### config.mk
export PLATFORM = sky130hd
export DESIGN_NAME = decode_queue
export DESIGN_NICKNAME = d
export VERILOG_FILES = /design/src/rtl/decode_pkg.sv /design/src/rtl/decode_core.sv /design/src/rtl/decode_queue.sv
export SDC_FILE = /design/constraint.sdc
export NUM_CORES = 1
export LEC_CHECK = 0
export BUFFER_PORTS_ARGS = -buffer_cell sky130_fd_sc_hd__buf_4
export CAP_MARGIN = 30
export CORE_MARGIN = 1.5
export CORE_UTILIZATION = 58
export CTS_CLUSTER_DIAMETER = 200
export CTS_CLUSTER_SIZE = 25
export DETAILED_ROUTE_END_ITERATION = 10
export PLACE_DENSITY = 0.8
export SETUP_SLACK_MARGIN = 0.4
export SLEW_MARGIN = 25
export SYNTH_ARGS = -nofsm -noshare
export SYNTH_HDL_FRONTEND = slang
export SYNTH_SLANG_ARGS = --single-unit
### constraint.sdc
create_clock -name clk -period 6.3 [get_ports clk]
set_input_delay 0.315 -clock clk [delete_from_list [all_inputs] [get_ports clk]]
set_output_delay 0.315 -clock clk [all_outputs]
set_load 0.005 [all_outputs]
### src/rtl/decode_pkg.sv
// Shared definitions for the decode queue: opcode encodings, op-vector
// widths, one-hot bit positions and the decoded-bundle struct.
// One-hot vectors list their members MSB first, so csr_op[5:0] holds the
// six Zicsr register/immediate forms.
package decode_pkg;

  localparam int ALU_W = 10;
  localparam int BRU_W = 8;
  localparam int LSU_W = 7;
  localparam int CSR_W = 10;

  typedef enum logic [6:0] {
    OPC_LUI      = 7'b0110111,
    OPC_AUIPC    = 7'b0010111,
    OPC_JAL      = 7'b1101111,
    OPC_JALR     = 7'b1100111,
    OPC_BRANCH   = 7'b1100011,
    OPC_LOAD     = 7'b0000011,
    OPC_STORE    = 7'b0100011,
    OPC_OP_IMM   = 7'b0010011,
    OPC_OP_IMM32 = 7'b0011011,
    OPC_OP       = 7'b0110011,
    OPC_OP32     = 7'b0111011,
    OPC_MISC_MEM = 7'b0001111,
    OPC_SYSTEM   = 7'b1110011
  } opcode_e;

  // ALU op bits
  localparam int ALU_ADD  = 9;
  localparam int ALU_SUB  = 8;
  localparam int ALU_SLL  = 7;
  localparam int ALU_SLT  = 6;
  localparam int ALU_SLTU = 5;
  localparam int ALU_XOR  = 4;
  localparam int ALU_SRL  = 3;
  localparam int ALU_SRA  = 2;
  localparam int ALU_OR   = 1;
  localparam int ALU_AND  = 0;

  // Branch unit op bits
  localparam int BRU_JAL  = 7;
  localparam int BRU_JALR = 6;
  localparam int BRU_BEQ  = 5;
  localparam int BRU_BNE  = 4;
  localparam int BRU_BLT  = 3;
  localparam int BRU_BGE  = 2;
  localparam int BRU_BLTU = 1;
  localparam int BRU_BGEU = 0;

  // Load/store unit op bits
  localparam int LSU_EN     = 6;
  localparam int LSU_WE     = 5;
  localparam int LSU_BYTE   = 4;
  localparam int LSU_HALF   = 3;
  localparam int LSU_WORD   = 2;
  localparam int LSU_DOUBLE = 1;
  localparam int LSU_UNS    = 0;

  // System / CSR op bits
  localparam int CSR_FENCE   = 9;
  localparam int CSR_FENCE_I = 8;
  localparam int CSR_ECALL   = 7;
  localparam int CSR_EBREAK  = 6;
  localparam int CSR_CSRRW   = 5;
  localparam int CSR_CSRRS   = 4;
  localparam int CSR_CSRRC   = 3;
  localparam int CSR_CSRRWI  = 2;
  localparam int CSR_CSRRSI  = 1;
  localparam int CSR_CSRRCI  = 0;

  // Operand / result select bits
  localparam int SRC1_PC     = 1;
  localparam int SRC1_ZERO   = 0;
  localparam int RFRES_PC4   = 1;
  localparam int RFRES_LOAD  = 0;

  // Decoded bundle; the immediate is XLEN-wide and travels alongside it.
  typedef struct packed {
    logic [4:0]       rs1;
    logic [4:0]       rs2;
    logic [4:0]       rd;
    logic [ALU_W-1:0] alu_op;
    logic             word;
    logic [BRU_W-1:0] bru_op;
    logic [LSU_W-1:0] lsu_op;
    logic [CSR_W-1:0] csr_op;
    logic [1:0]       sel_src1;
    logic             sel_src2;
    logic [1:0]       sel_rf_res;
    logic             rf_we;
    logic             illegal;
  } decoded_t;

endpackage

### src/rtl/decode_core.sv
// Combinational RV32I/RV64I instruction decoder.
// Optional feature: define ZICSR_DECODE_EN to decode the six Zicsr
// instructions; otherwise they are reported illegal.
module decode_core
  import decode_pkg::*;
#(
  parameter int XLEN = 64
) (
  input  logic [31:0]     inst_i,
  output decoded_t        dec_o,
  output logic [XLEN-1:0] imm_o
);

  localparam bit IS64 = (XLEN == 64);

  logic [2:0]      funct3;
  logic [6:0]      funct7;
  logic [XLEN-1:0] imm_i, imm_s, imm_b, imm_u, imm_j, imm_sh6, imm_sh5;
  logic            shift_hi_ok;
  decoded_t        dec_d;
  logic [XLEN-1:0] imm_d;
  logic            legal;

  assign funct3 = inst_i[14:12];
  assign funct7 = inst_i[31:25];

  assign imm_i   = XLEN'($signed(inst_i[31:20]));
  assign imm_s   = XLEN'($signed({inst_i[31:25], inst_i[11:7]}));
  assign imm_b   = XLEN'($signed({inst_i[31], inst_i[7], inst_i[30:25], inst_i[11:8], 1'b0}));
  assign imm_u   = XLEN'($signed({inst_i[31:12], 12'b0}));
  assign imm_j   = XLEN'($signed({inst_i[31], inst_i[19:12], inst_i[20], inst_i[30:21], 1'b0}));
  assign imm_sh6 = XLEN'(inst_i[25:20]);
  assign imm_sh5 = XLEN'(inst_i[24:20]);

  // shamt[5] is only meaningful for full-width shifts on a 64-bit core
  assign shift_hi_ok = IS64 || !inst_i[25];

  // Decode the instruction word into the op/select bundle and immediate
  always_comb begin
    // NOTE: every variable gets a default before the case so no path leaves it unassigned, which would infer a latch.
    dec_d = '0;
    imm_d = '0;
    legal = 1'b0;

    case (opcode_e'(inst_i[6:0]))
      OPC_LUI: begin
        legal = 1'b1;
        dec_d.alu_op[ALU_ADD]      = 1'b1;
        dec_d.sel_src1[SRC1_ZERO]  = 1'b1;
        dec_d.sel_src2             = 1'b1;
        dec_d.rf_we                = 1'b1;
        imm_d                      = imm_u;
      end
      OPC_AUIPC: begin
        legal = 1'b1;
        dec_d.alu_op[ALU_ADD]      = 1'b1;
        dec_d.sel_src1[SRC1_PC]    = 1'b1;
        dec_d.sel_src2             = 1'b1;
        dec_d.rf_we                = 1'b1;
        imm_d                      = imm_u;
      end
      OPC_JAL: begin
        legal = 1'b1;
        dec_d.bru_op[BRU_JAL]        = 1'b1;
        dec_d.sel_rf_res[RFRES_PC4]  = 1'b1;
        dec_d.rf_we                  = 1'b1;
        imm_d                        = imm_j;
      end
      OPC_JALR: begin
        legal = (funct3 == 3'b000);
        dec_d.bru_op[BRU_JALR]       = 1'b1;
        dec_d.sel_rf_res[RFRES_PC4]  = 1'b1;
        dec_d.rf_we                  = 1'b1;
        imm_d                        = imm_i;
      end
      OPC_BRANCH: begin
        legal = 1'b1;
        imm_d = imm_b;
        case (funct3)
          3'b000:  dec_d.bru_op[BRU_BEQ]  = 1'b1;
          3'b001:  dec_d.bru_op[BRU_BNE]  = 1'b1;
          3'b100:  dec_d.bru_op[BRU_BLT]  = 1'b1;
          3'b101:  dec_d.bru_op[BRU_BGE]  = 1'b1;
          3'b110:  dec_d.bru_op[BRU_BLTU] = 1'b1;
          3'b111:  dec_d.bru_op[BRU_BGEU] = 1'b1;
          default: legal = 1'b0;
        endcase
      end
      OPC_LOAD: begin
        legal = 1'b1;
        dec_d.lsu_op[LSU_EN]          = 1'b1;
        dec_d.alu_op[ALU_ADD]         = 1'b1;
        dec_d.sel_src2                = 1'b1;
        dec_d.sel_rf_res[RFRES_LOAD]  = 1'b1;
        dec_d.rf_we                   = 1'b1;
        imm_d                         = imm_i;
        case (funct3)
          3'b000: dec_d.lsu_op[LSU_BYTE] = 1'b1;
          3'b001: dec_d.lsu_op[LSU_HALF] = 1'b1;
          3'b010: dec_d.lsu_op[LSU_WORD] = 1'b1;
          3'b011: begin
            dec_d.lsu_op[LSU_DOUBLE] = 1'b1;
            legal = IS64;
          end
          3'b100: dec_d.lsu_op[LSU_BYTE] = 1'b1;
          3'b101: dec_d.lsu_op[LSU_HALF] = 1'b1;
          3'b110: begin
            dec_d.lsu_op[LSU_WORD] = 1'b1;
            legal = IS64;
          end
          default: legal = 1'b0;
        endcase
        dec_d.lsu_op[LSU_UNS] = funct3[2];
      end
      OPC_STORE: begin
        legal = 1'b1;
        dec_d.lsu_op[LSU_EN]  = 1'b1;
        dec_d.lsu_op[LSU_WE]  = 1'b1;
        dec_d.alu_op[ALU_ADD] = 1'b1;
        dec_d.sel_src2        = 1'b1;
        imm_d                 = imm_s;
        case (funct3)
          3'b000: dec_d.lsu_op[LSU_BYTE] = 1'b1;
          3'b001: dec_d.lsu_op[LSU_HALF] = 1'b1;
          3'b010: dec_d.lsu_op[LSU_WORD] = 1'b1;
          3'b011: begin
            dec_d.lsu_op[LSU_DOUBLE] = 1'b1;
            legal = IS64;
          end
          default: legal = 1'b0;
        endcase
      end
      OPC_OP_IMM: begin
        legal = 1'b1;
        dec_d.sel_src2 = 1'b1;
        dec_d.rf_we    = 1'b1;
        imm_d          = imm_i;
        case (funct3)
          3'b000: dec_d.alu_op[ALU_ADD]  = 1'b1;
          3'b010: dec_d.alu_op[ALU_SLT]  = 1'b1;
          3'b011: dec_d.alu_op[ALU_SLTU] = 1'b1;
          3'b100: dec_d.alu_op[ALU_XOR]  = 1'b1;
          3'b110: dec_d.alu_op[ALU_OR]   = 1'b1;
          3'b111: dec_d.alu_op[ALU_AND]  = 1'b1;
          3'b001: begin
            dec_d.alu_op[ALU_SLL] = 1'b1;
            imm_d = IS64 ? imm_sh6 : imm_sh5;
            legal = (inst_i[31:26] == 6'b000000) && shift_hi_ok;
          end
          default: begin
            // funct3 = 101: inst[30] selects arithmetic right shift
            dec_d.alu_op[ALU_SRA] = inst_i[30];
            dec_d.alu_op[ALU_SRL] = !inst_i[30];
            imm_d = IS64 ? imm_sh6 : imm_sh5;
            legal = ({inst_i[31], inst_i[29:26]} == 5'b00000) && shift_hi_ok;
          end
        endcase
      end
      OPC_OP_IMM32: begin
        dec_d.word     = 1'b1;
        dec_d.sel_src2 = 1'b1;
        dec_d.rf_we    = 1'b1;
        imm_d          = imm_i;
        case (funct3)
          3'b000: begin
            dec_d.alu_op[ALU_ADD] = 1'b1;
            legal = IS64;
          end
          3'b001: begin
            dec_d.alu_op[ALU_SLL] = 1'b1;
            imm_d = imm_sh5;
            legal = IS64 && (funct7 == 7'b0000000);
          end
          3'b101: begin
            dec_d.alu_op[ALU_SRA] = inst_i[30];
            dec_d.alu_op[ALU_SRL] = !inst_i[30];
            imm_d = imm_sh5;
            legal = IS64 && ((funct7 == 7'b0000000) || (funct7 == 7'b0100000));
          end
          default: legal = 1'b0;
        endcase
      end
      OPC_OP: begin
        legal = 1'b1;
        dec_d.rf_we = 1'b1;
        case ({funct7, funct3})
          {7'h00, 3'b000}: dec_d.alu_op[ALU_ADD]  = 1'b1;
          {7'h20, 3'b000}: dec_d.alu_op[ALU_SUB]  = 1'b1;
          {7'h00, 3'b001}: dec_d.alu_op[ALU_SLL]  = 1'b1;
          {7'h00, 3'b010}: dec_d.alu_op[ALU_SLT]  = 1'b1;
          {7'h00, 3'b011}: dec_d.alu_op[ALU_SLTU] = 1'b1;
          {7'h00, 3'b100}: dec_d.alu_op[ALU_XOR]  = 1'b1;
          {7'h00, 3'b101}: dec_d.alu_op[ALU_SRL]  = 1'b1;
          {7'h20, 3'b101}: dec_d.alu_op[ALU_SRA]  = 1'b1;
          {7'h00, 3'b110}: dec_d.alu_op[ALU_OR]   = 1'b1;
          {7'h00, 3'b111}: dec_d.alu_op[ALU_AND]  = 1'b1;
          default:         legal = 1'b0;
        endcase
      end
      OPC_OP32: begin
        legal = IS64;
        dec_d.word  = 1'b1;
        dec_d.rf_we = 1'b1;
        case ({funct7, funct3})
          {7'h00, 3'b000}: dec_d.alu_op[ALU_ADD] = 1'b1;
          {7'h20, 3'b000}: dec_d.alu_op[ALU_SUB] = 1'b1;
          {7'h00, 3'b001}: dec_d.alu_op[ALU_SLL] = 1'b1;
          {7'h00, 3'b101}: dec_d.alu_op[ALU_SRL] = 1'b1;
          {7'h20, 3'b101}: dec_d.alu_op[ALU_SRA] = 1'b1;
          default:         legal = 1'b0;
        endcase
      end
      OPC_MISC_MEM: begin
        case (funct3)
          3'b000: begin
            legal = 1'b1;
            dec_d.csr_op[CSR_FENCE] = 1'b1;
          end
          3'b001: begin
            legal = 1'b1;
            dec_d.csr_op[CSR_FENCE_I] = 1'b1;
          end
          default: legal = 1'b0;
        endcase
      end
      OPC_SYSTEM: begin
        case (funct3)
          3'b000: begin
            if (inst_i[31:7] == 25'h0) begin
              legal = 1'b1;
              dec_d.csr_op[CSR_ECALL] = 1'b1;
            end else if (inst_i[31:7] == {12'h001, 13'h0}) begin
              legal = 1'b1;
              dec_d.csr_op[CSR_EBREAK] = 1'b1;
            end
          end
`ifdef ZICSR_DECODE_EN
          3'b001: begin
            legal = 1'b1;
            dec_d.rf_we = 1'b1;
            dec_d.csr_op[CSR_CSRRW] = 1'b1;
          end
          3'b010: begin
            legal = 1'b1;
            dec_d.rf_we = 1'b1;
            dec_d.csr_op[CSR_CSRRS] = 1'b1;
          end
          3'b011: begin
            legal = 1'b1;
            dec_d.rf_we = 1'b1;
            dec_d.csr_op[CSR_CSRRC] = 1'b1;
          end
          3'b101: begin
            legal = 1'b1;
            dec_d.rf_we = 1'b1;
            dec_d.csr_op[CSR_CSRRWI] = 1'b1;
            imm_d = XLEN'(inst_i[19:15]);
          end
          3'b110: begin
            legal = 1'b1;
            dec_d.rf_we = 1'b1;
            dec_d.csr_op[CSR_CSRRSI] = 1'b1;
            imm_d = XLEN'(inst_i[19:15]);
          end
          3'b111: begin
            legal = 1'b1;
            dec_d.rf_we = 1'b1;
            dec_d.csr_op[CSR_CSRRCI] = 1'b1;
            imm_d = XLEN'(inst_i[19:15]);
          end
`endif
          default: legal = 1'b0;
        endcase
      end
      default: legal = 1'b0;
    endcase

    // Unrecognised encodings carry only the illegal flag and register fields
    if (!legal) begin
      dec_d         = '0;
      imm_d         = '0;
      dec_d.illegal = 1'b1;
    end

    dec_d.rs1 = inst_i[19:15];
    dec_d.rs2 = inst_i[24:20];
    dec_d.rd  = inst_i[11:7];

    // Writes to x0 are discarded at decode time
    if (inst_i[11:7] == 5'd0) dec_d.rf_we = 1'b0;
  end

  assign dec_o = dec_d;
  assign imm_o = imm_d;

endmodule

### src/rtl/decode_queue.sv
// Decode queue: decodes at enqueue and buffers DEPTH decoded instructions
// in FIFO order; head-entry fields drive the outputs directly.
// DEPTH must be a power of two >= 2 so pointers wrap naturally.
// Optional feature: ZICSR_DECODE_EN (Zicsr decoding, see decode_core).
module decode_queue
  import decode_pkg::*;
#(
  parameter int XLEN  = 64,
  parameter int DEPTH = 4
) (
  input  logic                    clk,
  input  logic                    resetn,
  input  logic                    flush,
  input  logic                    in_valid,
  output logic                    in_ready,
  input  logic [31:0]             in_inst,
  input  logic [XLEN-1:0]         in_pc,
  output logic                    out_valid,
  input  logic                    out_ready,
  output logic [XLEN-1:0]         out_pc,
  output logic [4:0]              out_rs1,
  output logic [4:0]              out_rs2,
  output logic [4:0]              out_rd,
  output logic [XLEN-1:0]         out_imm,
  output logic [ALU_W-1:0]        out_alu_op,
  output logic                    out_word,
  output logic [BRU_W-1:0]        out_bru_op,
  output logic [LSU_W-1:0]        out_lsu_op,
  output logic [CSR_W-1:0]        out_csr_op,
  output logic [1:0]              out_sel_src1,
  output logic                    out_sel_src2,
  output logic [1:0]              out_sel_rf_res,
  output logic                    out_rf_we,
  output logic                    out_illegal,
  output logic [$clog2(DEPTH):0]  count
);

  localparam int PTR_W = $clog2(DEPTH);
  localparam int CNT_W = PTR_W + 1;
  localparam logic [CNT_W-1:0] FULL_CNT = CNT_W'(DEPTH);

  logic [PTR_W-1:0] wr_ptr_q, wr_ptr_d;
  logic [PTR_W-1:0] rd_ptr_q, rd_ptr_d;
  logic [CNT_W-1:0] count_q, count_d;

  decoded_t         dec_mem_q [DEPTH];
  logic [XLEN-1:0]  imm_mem_q [DEPTH];
  logic [XLEN-1:0]  pc_mem_q  [DEPTH];

  decoded_t         in_dec;
  logic [XLEN-1:0]  in_imm;
  decoded_t         head;
  logic             push;
  logic             pop;

  decode_core #(
    .XLEN (XLEN)
  ) u_decode_core (
    .inst_i (in_inst),
    .dec_o  (in_dec),
    .imm_o  (in_imm)
  );

  assign in_ready  = (count_q < FULL_CNT);
  assign out_valid = (count_q != '0);
  // A flush cycle drops any offered instruction
  assign push      = in_valid && in_ready && !flush;
  assign pop       = out_valid && out_ready;

  // Next-state for pointers and occupancy; flush wins over traffic
  always_comb begin
    wr_ptr_d = wr_ptr_q;
    rd_ptr_d = rd_ptr_q;
    count_d  = count_q;
    if (flush) begin
      wr_ptr_d = '0;
      rd_ptr_d = '0;
      count_d  = '0;
    end else begin
      if (push) wr_ptr_d = wr_ptr_q + PTR_W'(1);
      if (pop)  rd_ptr_d = rd_ptr_q + PTR_W'(1);
      case ({push, pop})
        2'b10:   count_d = count_q + CNT_W'(1);
        2'b01:   count_d = count_q - CNT_W'(1);
        default: count_d = count_q;
      endcase
    end
  end

  // Control state registers with synchronous active-low reset
  always_ff @(posedge clk) begin
    // NOTE: sequential state uses non-blocking assignments so every register samples pre-edge values.
    if (!resetn) begin
      wr_ptr_q <= '0;
      rd_ptr_q <= '0;
      count_q  <= '0;
    end else begin
      wr_ptr_q <= wr_ptr_d;
      rd_ptr_q <= rd_ptr_d;
      count_q  <= count_d;
    end
  end

  // Entry payload storage written on enqueue
  always_ff @(posedge clk) begin
    // NOTE: payload is not reset; count gates every read, so stale contents are never visible.
    if (push) begin
      dec_mem_q[wr_ptr_q] <= in_dec;
      imm_mem_q[wr_ptr_q] <= in_imm;
      pc_mem_q[wr_ptr_q]  <= in_pc;
    end
  end

  assign head = dec_mem_q[rd_ptr_q];

  // Head entry fields, forced to zero while the queue is empty
  assign out_pc         = out_valid ? pc_mem_q[rd_ptr_q]  : '0;
  assign out_imm        = out_valid ? imm_mem_q[rd_ptr_q] : '0;
  assign out_rs1        = out_valid ? head.rs1            : '0;
  assign out_rs2        = out_valid ? head.rs2            : '0;
  assign out_rd         = out_valid ? head.rd             : '0;
  assign out_alu_op     = out_valid ? head.alu_op         : '0;
  assign out_word       = out_valid ? head.word           : 1'b0;
  assign out_bru_op     = out_valid ? head.bru_op         : '0;
  assign out_lsu_op     = out_valid ? head.lsu_op         : '0;
  assign out_csr_op     = out_valid ? head.csr_op         : '0;
  assign out_sel_src1   = out_valid ? head.sel_src1       : '0;
  assign out_sel_src2   = out_valid ? head.sel_src2       : 1'b0;
  assign out_sel_rf_res = out_valid ? head.sel_rf_res     : '0;
  assign out_rf_we      = out_valid ? head.rf_we          : 1'b0;
  assign out_illegal    = out_valid ? head.illegal        : 1'b0;
  assign count          = count_q;

endmodule

==> impl_metrics.json, run 1 <==
{
  "yosys_warnings": 0,
  "ctsHoldBuffers": 78,
  "synth_ff_type": "edfxtp_1",
  "worstPathRequired_ns": 5.98,
  "worstRegToRegCells": 4,
  "comb_power_share_pct": 6.5,
  "wl_per_cell_um": 24.02,
  "core_um2": 41110,
  "crit_type": "reg -> out",
  "n_antenna_cell": 0,
  "cp-end-kind": "output port",
  "fin_crit_sh_pct": 54.26,
  "rsz0062_at_grt": "no",
  "fin_crit_ns": 3.418,
  "synth.most_common_cell": "edfxtp_1",
  "whs_endpoint": "dec_mem_q[0][50]",
  "timing.final.ws_setup_ns": 2.882,
  "path_clk_slew_ns": 0.10,
  "insertion_delay_ns": 0.57,
  "synth_cells": 1276,
  "maxSlewViolCount": 0,
  "worstPathMaxFanout": 40,
  "hp-class": "in -> reg",
  "grt_max_degree": 149,
  "dpl_cell_area_um2": 26900,
  "gp_congestion": 0.9086,
  "cpMostUsedCell": "buf_4",
  "grt_pass1_vias": 12910,
  "status": "finished clean",
  "cpLargestDelayFamily": "buffers and inverters",
  "fillers": 2570,
  "slowest_delay_ns": 0.75,
  "ys_ff_latch": 601,
  "cts_root_buf": "clkbuf_16",
  "drc": 0,
  "ant_nets": 0,
  "avgSynthCellArea_um2": 19.11,
  "grt_pass1_wl_um": 77410,
  "via_per_inst": 6.027,
  "p_int_mw": 5.516,
  "vdd_drop_max_v": 0.0002142,
  "worst-path-buf-inv": 2,
  "p_seq_share_pct": 64.5,
  "stdcell_area_um2": 28490,
  "vias": 12840,
  "finClkSkew_ns": 0.02498,
  "drtIter0Drc": 1238,
  "clock.fmax_mhz": 292.6,
  "dp_hpwl_um": 31920,
  "cp_slowest_cell": "dfxtp_4",
  "synthArstFlopShare_pct": 0,
  "drv_cap": 0,
  "io_pins": 292,
  "leakagePower_nw": 9.509,
  "min_from": "in_inst[22]",
  "synthesis.area_um2": 24380,
  "cp_cell_sequence": "buf_4, mux4_2, and2_1, buf_4",
  "path_depth": 4,
  "rows": 74,
  "cts_buffer_depth": 3,
  "port_buffers": 285,
  "relSlewSlack_pct": 37.06,
  "cts-resized-gates": 0,
  "area_delta_synth_final_pct": 16.86,
  "start_util_pct": 59.30,
  "post-synth-top-area-cell": "edfxtp_1",
  "clkPwrFrac_pct": 29.0,
  "die_h_um": 208.0,
  "htreeDepth": 1,
  "tns_ns": 0,
  "p_sw_share_pct": 19.93,
  "die-area_um2": 43270,
  "wirelength_um": 51170,
  "die_x_um": 208.0,
  "seq_area_frac_synth_pct": 73.66,
  "finalSetupViolCount": 0,
  "drive_gt1_share_pct": 32.04,
  "p_switching_mw": 1.373,
  "cts_tree": "yes",
  "hold_viol": 0,
  "cellPowerDensity_nw_per_um2": 241.8,
  "worstMarginPinSlew_ns": 0.9441,
  "synth_area_leaders": "edfxtp_1, mux4_2, and2_1",
  "antenna_found_initial": 1,
  "grt-ovfl-total": 0,
  "utilization_pct": 69.30,
  "drtPass1Iterations": 5,
  "r2r_start": "count[2]",
  "ys_types": 58,
  "grt_use_total_pct": 23.55,
  "synthTopCellsByCount": "edfxtp_1, and2_1, mux4_2",
  "postCtsSetupBuffers": 0,
  "r2r_slack_ns": 3.27,
  "cts_buffers": 28,
  "r2r_end": "pc_mem_q[3][26]",
  "critPathLaunchType": "register",
  "hold_path_depth": 1,
  "dp_slack_ns": 3.163,
  "synth_top_area_share_pct": 72.92,
  "layout.nets": 1692,
  "critPathArrivalTime_ns": 3.10,
  "synth_edf_count": 592,
  "clock-sinks": 601
}
[power by group through the flow]
stage / clock (mW) / combinational, mW / sequential [mW]
after floorplan: 0 / 0.201 / 4.54
after global placement: 0 / 0.404 / 4.53
after detailed placement: 0 / 0.409 / 4.53
after CTS: 2.03 / 0.452 / 4.44
after global routing: 2.16 / 0.483 / 4.45
final: 2.00 / 0.451 / 4.44
[area by class of cell]
type	instances	area [um^2]	share of cell area (%)
Inverter	12	45.04	0.1581
Multi-Input combinational cell	555	5839	20.50
Tap cell	532	665.6	2.336
Timing Repair Buffer	387	3171	11.13
Sequential cell	601	17960	63.06
Clock buffer	42	774.5	2.718
Clock inverter	1	30.03	0.1054
[kinds of logic (layout without fill, tap and decap cells)]
| group | after synthesis | in the layout | synth area share [%] |
|---|---|---|---|
| other | 1 | 6 | 0.01538 |
| and+or+nand+nor | 290 | 290 | 6.893 |
| AOI/OAI and AO/OA | 99 | 99 | 2.612 |
| xor gates and xnor gates | 6 | 6 | 0.2156 |
| adders and majority gates | 6 | 6 | 0.3387 |
| buffers and inverters | 125 | 442 | 2.597 |
| DFF | 601 | 601 | 73.66 |
| muxes | 148 | 148 | 13.67 |
[how the worst max path moves through the flow]
stage,to,slack (ns)
global route,out_imm[13],2.62
global placement,pc_mem_q[3][42],3.05
CTS,out_pc[31],2.74
floorplan,dec_mem_q[0][0],1.43
finish,out_imm[30],2.88
detailed placement,pc_mem_q[3][40],3.16
[registers in the layout (all words and copies together) (netlist names), named ones only]
signal,cells
imm_mem_q,128
dec_mem_q,208
pc_mem_q,256
rd_ptr_q,2
wr_ptr_q,2
count,3
[layer usage]
| metal | wire length [um] | GRT usage, % | vias to the layer above | share of wire (%) |
|---|---|---|---|---|
| met5 | 12 | 0 | - | 0.023 |
| met4 | 982 | 4.505 | 2 | 1.9 |
| met3 | 4165 | 3.819 | 72 | 8.1 |
| met2 | 25720 | 39.64 | 559 | 50 |
| met1 | 20290 | 33.28 | 6595 | 40 |
| li1 | - | - | 5609 | - |
[cell usage in the layout, fill, tap and decap left out, types with 12 or more instances in the layout]
cell type / count
dlygate4sd3_1: 78
clkbuf_16: 29
inv_1: 12
nand2_1: 26
edfxtp_1: 592
nor2_1: 36
and2_1: 155
buf_4: 304
nor3_1: 20
clkbuf_1: 13
a21oi_1: 55
mux4_2: 148
[through the flow]
stage	hold WS (ns)	power [mW]	cells
3_5_place_dp	0.5177	4.944	2009
3_3_place_gp	0.4998	4.933	2005
5_1_grt	0.02663	7.088	2130
4_1_cts	0.02733	6.925	2130
6_report	0.04507	6.889	2130
2_1_floorplan	0.4139	4.736	1281
Power figures use the tool's default switching activity.
==> inputs of run 2 (changes only) <==
==> constraint.sdc (replaced) <==
create_clock -name clk -period 3.5 [get_ports clk]
set_input_delay 0.175 -clock clk [delete_from_list [all_inputs] [get_ports clk]]
set_output_delay 0.175 -clock clk [all_outputs]
set_load 0.005 [all_outputs]
==> run 2 against run 1 <==
Net effect:
- final cell count up 0.85%
- critical path depth unchanged
- non-clock buffer count up 19
- sequential share of layout area down 0.57 points
- clock-buffer cell count down 2
- register-to-register slack worse by 2.3 ns
- critical endpoint is now out_rd[4]
- largest cell class unchanged
==> impl_metrics.json, run 2 (synthesized netlist as in run 1, its figures left out) <==
{
  "grt_pass1_wl_um": 80080,
  "htreeDepth": 1,
  "maxSlewViolCount": 0,
  "drtPass1Iterations": 5,
  "use_met2_pct": 40.58,
  "drtIter0Drc": 1126,
  "rows": 74,
  "via_per_inst": 6.064,
  "hp-class": "in -> reg",
  "clock.fmax_mhz": 349.8,
  "grt_use_total_pct": 24.63,
  "core_um2": 41110,
  "clock-sinks": 601,
  "whs_ns": 0.03472,
  "top_usage_layer": "met2",
  "layout_common_cells": "edfxtp_1, buf_4, and2_1, mux4_2, dlygate4sd3_1",
  "cts_buffer_depth": 3,
  "fin_crit_sh_pct": 81.67,
  "grt_pass1_vias": 13090,
  "worstMarginPinSlew_ns": 0.8736,
  "largest_reg_flops": 256,
  "finalSetupViolCount": 0,
  "tns_ns": 0,
  "r2r_slack_ns": 1.02,
  "critPathArrivalTime_ns": 2.68,
  "cts_buffers": 28,
  "cts_root_buf": "clkbuf_16",
  "layout.nets": 1711,
  "drive_gt1_share_pct": 32.57,
  "crit_type": "reg -> out",
  "dp_hpwl_um": 33320,
  "r2r_end": "imm_mem_q[1][28]",
  "cp-end-kind": "output port",
  "reg_top3": "pc_mem_q (256), dec_mem_q (208), imm_mem_q (128)",
  "die_x_um": 208.0,
  "hold_path_depth": 4,
  "antenna_found_initial": 1,
  "io_pins": 292,
  "utilization_pct": 69.94,
  "cellPowerDensity_nw_per_um2": 432.6,
  "hold_viol": 0,
  "insertion_delay_ns": 0.60,
  "vias": 13030,
  "cts-resized-gates": 0,
  "rsz0062_at_grt": "no",
  "grt_max_degree": 82,
  "grt.met3_usage_pct": 4.347,
  "final_common_cell": "edfxtp_1",
  "leakagePower_nw": 9.627,
  "die-area_um2": 43270,
  "min_from": "out_ready",
  "start_util_pct": 59.30,
  "gp_congestion": 0.8831,
  "wirelength_um": 53330,
  "cts_tree": "yes",
  "relSlewSlack_pct": 41.63,
  "fillers": 2510,
  "drv_cap": 0,
  "ant_nets": 0,
  "die_h_um": 208.0,
  "largest_register": "pc_mem_q",
  "r2r_start": "count[2]",
  "vdd_drop_max_v": 0.0004245,
  "grt-ovfl-total": 0,
  "worstPathMaxFanout": 39,
  "worstPathRequired_ns": 3.32,
  "worstRegToRegCells": 3,
  "critPathLaunchType": "register",
  "port_buffers": 285,
  "area_delta_synth_final_pct": 17.93,
  "path_clk_slew_ns": 0.10,
  "drc": 0,
  "status": "finished clean",
  "grtUsageMet1_pct": 34.75,
  "finClkSkew_ns": 0.02847,
  "fin_crit_ns": 2.858,
  "wl_per_cell_um": 24.83
}
==> run 2: changes by cell type in the layout (fill, tap and decap cells not counted) <==
cell / change
buf_12: +11
buf_4: +4
dlygate4sd3_1: +4
clkbuf_1: -2
and2_1: +1
and2_2: -1
buf_16: -1
clkbuf_2: +1
diode_2: +1
==> run 2: worst max-delay path by stage <==
stage / startpoint / endpoint / depth (start not counted)
6_report: register / out_rd[4] / 4
5_1_grt: count[0] / out_imm[60] / 5
4_1_cts: count[0] / out_imm[35] / 5
3_5_place_dp: in_inst[6] / imm_mem_q[2][1] / 7
3_3_place_gp: in_inst[6] / imm_mem_q[0][16] / 7
2_1_floorplan: count[2] / dec_mem_q[1][0] / 2
==> run 2: metrics by stage <==
stage               total power, mW  area, um^2  std cells  worst slack (ns)
finish                        12.44       28750       2148            0.6416
global route                  12.80       28750       2148            0.4699
CTS                           12.51       28740       2146            0.5666
detailed placement            8.913       27130       2023            0.7196
global placement              8.893       27130       2023            0.7968
floorplan                     8.517       24400       1281            0.2486
==> run 2: routing by layer <==
metal / share of wire, % / up-vias / wire length (um)
li1: - / 5645 / -
met1: 39 / 6735 / 21000
met2: 50 / 579 / 26710
met3: 8.2 / 66 / 4397
met4: 2.3 / 0 / 1226
met5: 0 / - / 0
==> run 2: worst max-delay path, stage by stage, from the launching register on <==
cell	delay, ns
dfxtp_4	0.70
buf_4	0.58
mux4_2	0.38
and2_1	0.21
buf_4	0.15
==> run 2: layout make-up <==
type	instances	area (um^2)	share of cell area [%]
tap	532	665.6	2.315
antenna	1	2.502	0.008704
clock inverter	1	30.03	0.1044
sequential	601	17960	62.48
inverter	12	45.04	0.1567
multi-input combinational	555	5838	20.31
clock buffer	40	767.0	2.668
timing repair buffer	406	3438	11.96
==> run 2: timing repair <==
action / CTS / global route
endpoints found under the hold margin: 322 / 0
buffers inserted: 0 / 0
hold buffers: 82 / 0
==> run 2: power by group <==
group          switching, mW  leakage [nW]  internal (mW)
Combinational          0.408          3.62          0.426
Clock                   2.07         0.382           1.54
Sequential            0.0313          5.63           7.96
Total                   2.51          9.63           9.93
==> inputs of run 3 (changes only) <==
--- a/config.mk
+++ b/config.mk
@@ -8,11 +8,11 @@
 export BUFFER_PORTS_ARGS = -buffer_cell sky130_fd_sc_hd__buf_4
 export CAP_MARGIN = 30
 export CORE_MARGIN = 1.5
-export CORE_UTILIZATION = 58
+export CORE_UTILIZATION = 52
 export CTS_CLUSTER_DIAMETER = 200
 export CTS_CLUSTER_SIZE = 25
 export DETAILED_ROUTE_END_ITERATION = 10
-export PLACE_DENSITY = 0.8
+export PLACE_DENSITY = 0.75
 export SETUP_SLACK_MARGIN = 0.4
 export SLEW_MARGIN = 25
 export SYNTH_ARGS = -nofsm -noshare
==> constraint.sdc (replaced) <==
create_clock -name clk -period 2.5 [get_ports clk]
set_input_delay 0.125 -clock clk [delete_from_list [all_inputs] [get_ports clk]]
set_output_delay 0.125 -clock clk [all_outputs]
set_load 0.005 [all_outputs]
==> run 3 against run 2 <==
Net effect:
- utilization decreased by 4.2 points
- sequential cell count unchanged
- clock skew decreased by 0.012 ns
- via count increased by 2.0%
- total power increased by 42%
- critical path type unchanged
- die area increased by 11%
- combinational power increased by 61%
- setup slack got worse by 0.58 ns
- first-iteration DRC count increased by 22%
- clock power increased by 40%
==> impl_metrics.json, run 3 (synthesized netlist as in run 1, its figures left out) <==
{
  "vias": 13290,
  "grt-ovfl-total": 0,
  "utilization_pct": 65.77,
  "fin_crit_ns": 2.442,
  "layout_common_cells": "edfxtp_1, buf_4, mux4_2, buf_6, and2_1",
  "wl_met1_um": 22880,
  "min_from": "in_inst[29]",
  "finalSetupViolCount": 0,
  "p_int_mw": 14.03,
  "critPathArrivalTime_ns": 2.32,
  "fin_cells": 2283,
  "p_switching_mw": 3.575,
  "io_pins": 292,
  "cellPowerDensity_nw_per_um2": 577.4,
  "finClkSkew_ns": 0.01649,
  "cp-end-kind": "output port",
  "path_clk_slew_ns": 0.10,
  "wirelength_um": 56410,
  "layout.nets": 1771,
  "grt_pass1_vias": 13150,
  "cts_tree": "yes",
  "met2WireLength_um": 28470,
  "hold_viol": 0,
  "comb_power_share_pct": 7.6,
  "status": "finished clean",
  "clock.fmax_mhz": 409.6,
  "gp_congestion": 0.8986,
  "dpl_cell_area_um2": 27560,
  "wl_per_cell_um": 24.71,
  "vdd_drop_max_v": 0.0006661,
  "dr_wl_met3_um": 3996,
  "maxSlewViolCount": 0,
  "worstMarginPinSlew_ns": 0.6909,
  "rsz0062_at_grt": "yes",
  "largest_register": "pc_mem_q",
  "fin_crit_sh_pct": 97.67,
  "drive_gt1_share_pct": 38.60,
  "grt_max_degree": 105,
  "die_h_um": 219.5,
  "port_buffers": 285,
  "ant_nets": 0,
  "largest_reg_flops": 256,
  "final_common_cell": "edfxtp_1",
  "insertion_delay_ns": 0.60,
  "cts_buffer_depth": 3,
  "tns_ns": 0,
  "worstPathMaxFanout": 7,
  "reg_top3": "pc_mem_q (256), dec_mem_q (208), imm_mem_q (128)",
  "worstRegToRegCells": 3,
  "grt_pass1_wl_um": 81430,
  "drc": 0,
  "crit_type": "reg -> out",
  "clock-sinks": 601,
  "r2r_slack_ns": 0.50,
  "grt_use_total_pct": 22.92,
  "cts_buffers": 28,
  "antenna_found_initial": 1,
  "whs_ns": 0.01793,
  "relSlewSlack_pct": 53.44,
  "rows": 79,
  "area_delta_synth_final_pct": 25.06,
  "drtPass1Iterations": 5,
  "cts_root_buf": "clkbuf_16",
  "hp-class": "in -> reg",
  "critPathLaunchType": "register",
  "hold_path_depth": 3,
  "fillers": 3032,
  "via_per_inst": 5.822,
  "stdcell_area_um2": 30490,
  "worstPathRequired_ns": 2.38,
  "die-area_um2": 48190,
  "p_seq_share_pct": 63.5,
  "die_x_um": 219.5,
  "htreeDepth": 1,
  "highest_layer": "met4",
  "leakagePower_nw": 10.29,
  "place_inst": 2120,
  "r2r_end": "dec_mem_q[3][54]",
  "whs_endpoint": "imm_mem_q[0][9]",
  "n_antenna_cell": 0,
  "core_um2": 46360,
  "drtIter0Drc": 1373,
  "start_util_pct": 52.59,
  "clkPwrFrac_pct": 28.8,
  "r2r_start": "count[2]",
  "dp_hpwl_um": 33900,
  "drv_cap": 0,
  "p_sw_share_pct": 20.30
}
## run 3: changes by cell type in the layout (fill, tap and decap cells not counted), moves of 2 or more
cell / previous run / this run
dfxtp_2: 0 / 2
and2_1: 156 / 96
dfxtp_1: 7 / 4
buf_6: 0 / 108
buf_4: 308 / 215
buf_16: 0 / 16
dlygate4sd3_1: 82 / 89
nor4b_1: 2 / 0
clkbuf_16: 29 / 31
and2_4: 4 / 67
buf_12: 15 / 29
buf_8: 0 / 4
nor4b_2: 0 / 2
## run 3: how the worst max path moves through the flow
stage	endpoint	slack [ns]	depth (start not counted)
2_1_floorplan	dec_mem_q[0][0]	0.30	2
3_3_place_gp	imm_mem_q[0][16]	-0.05	7
3_5_place_dp	dec_mem_q[0][42]	-0.06	7
4_1_cts	out_imm[12]	0.02	7
5_1_grt	out_imm[26]	-0.02	7
6_report	out_imm[7]	0.06	7
## run 3: power by group through the flow
stage | sequential (mW) | clock, mW | combinational (mW)
global placement | 11.4 | 0 | 1.06
finish | 11.2 | 5.07 | 1.34
floorplan | 11.4 | 0 | 0.509
detailed placement | 11.4 | 0 | 1.08
global route | 11.2 | 5.48 | 1.43
CTS | 11.2 | 5.18 | 1.27
## run 3: critical path: stages, from the launching register on
cell	delay [ns]
dfxtp_4	0.38
buf_12	0.12
buf_12	0.14
buf_12	0.13
buf_16	0.14
mux4_2	0.50
and2_1	0.18
buf_6	0.13
## run 3: per-stage QoR
step | power, mW | worst slack [ns]
after floorplan | 11.92 | 0.3026
after global placement | 12.47 | -0.04964
after detailed placement | 12.50 | -0.05633
after CTS | 17.64 | 0.02196
after global routing | 18.12 | -0.02240
final | 17.60 | 0.05833
## run 3: final cells by class
cell class	instances	area, um^2	share of cell area [%]
clock inverter	1	30.03	0.09849
multi-input combinational	558	6061	19.88
inverter	12	45.04	0.1477
tap	607	759.5	2.491
sequential	601	17970	58.94
timing repair buffer	463	4852	15.91
clock buffer	41	770.7	2.528
## run 3: per-layer routing
| layer | up-vias | global-route usage [%] |
|---|---|---|
| li1 | 5777 | - |
| met1 | 6926 | 33.06 |
| met2 | 524 | 37.81 |
| met3 | 65 | 3.561 |
| met4 | 0 | 4.087 |
| met5 | - | 0 |
## run 3: repair_timing
action,in CTS,in global routing
cloned,13,2
endpoints found under the setup margin,181,305
resized for setup,78,128
hold buffers,89,0
endpoints found under the hold margin,363,0
setup buffers,11,6
pin swaps,0,1
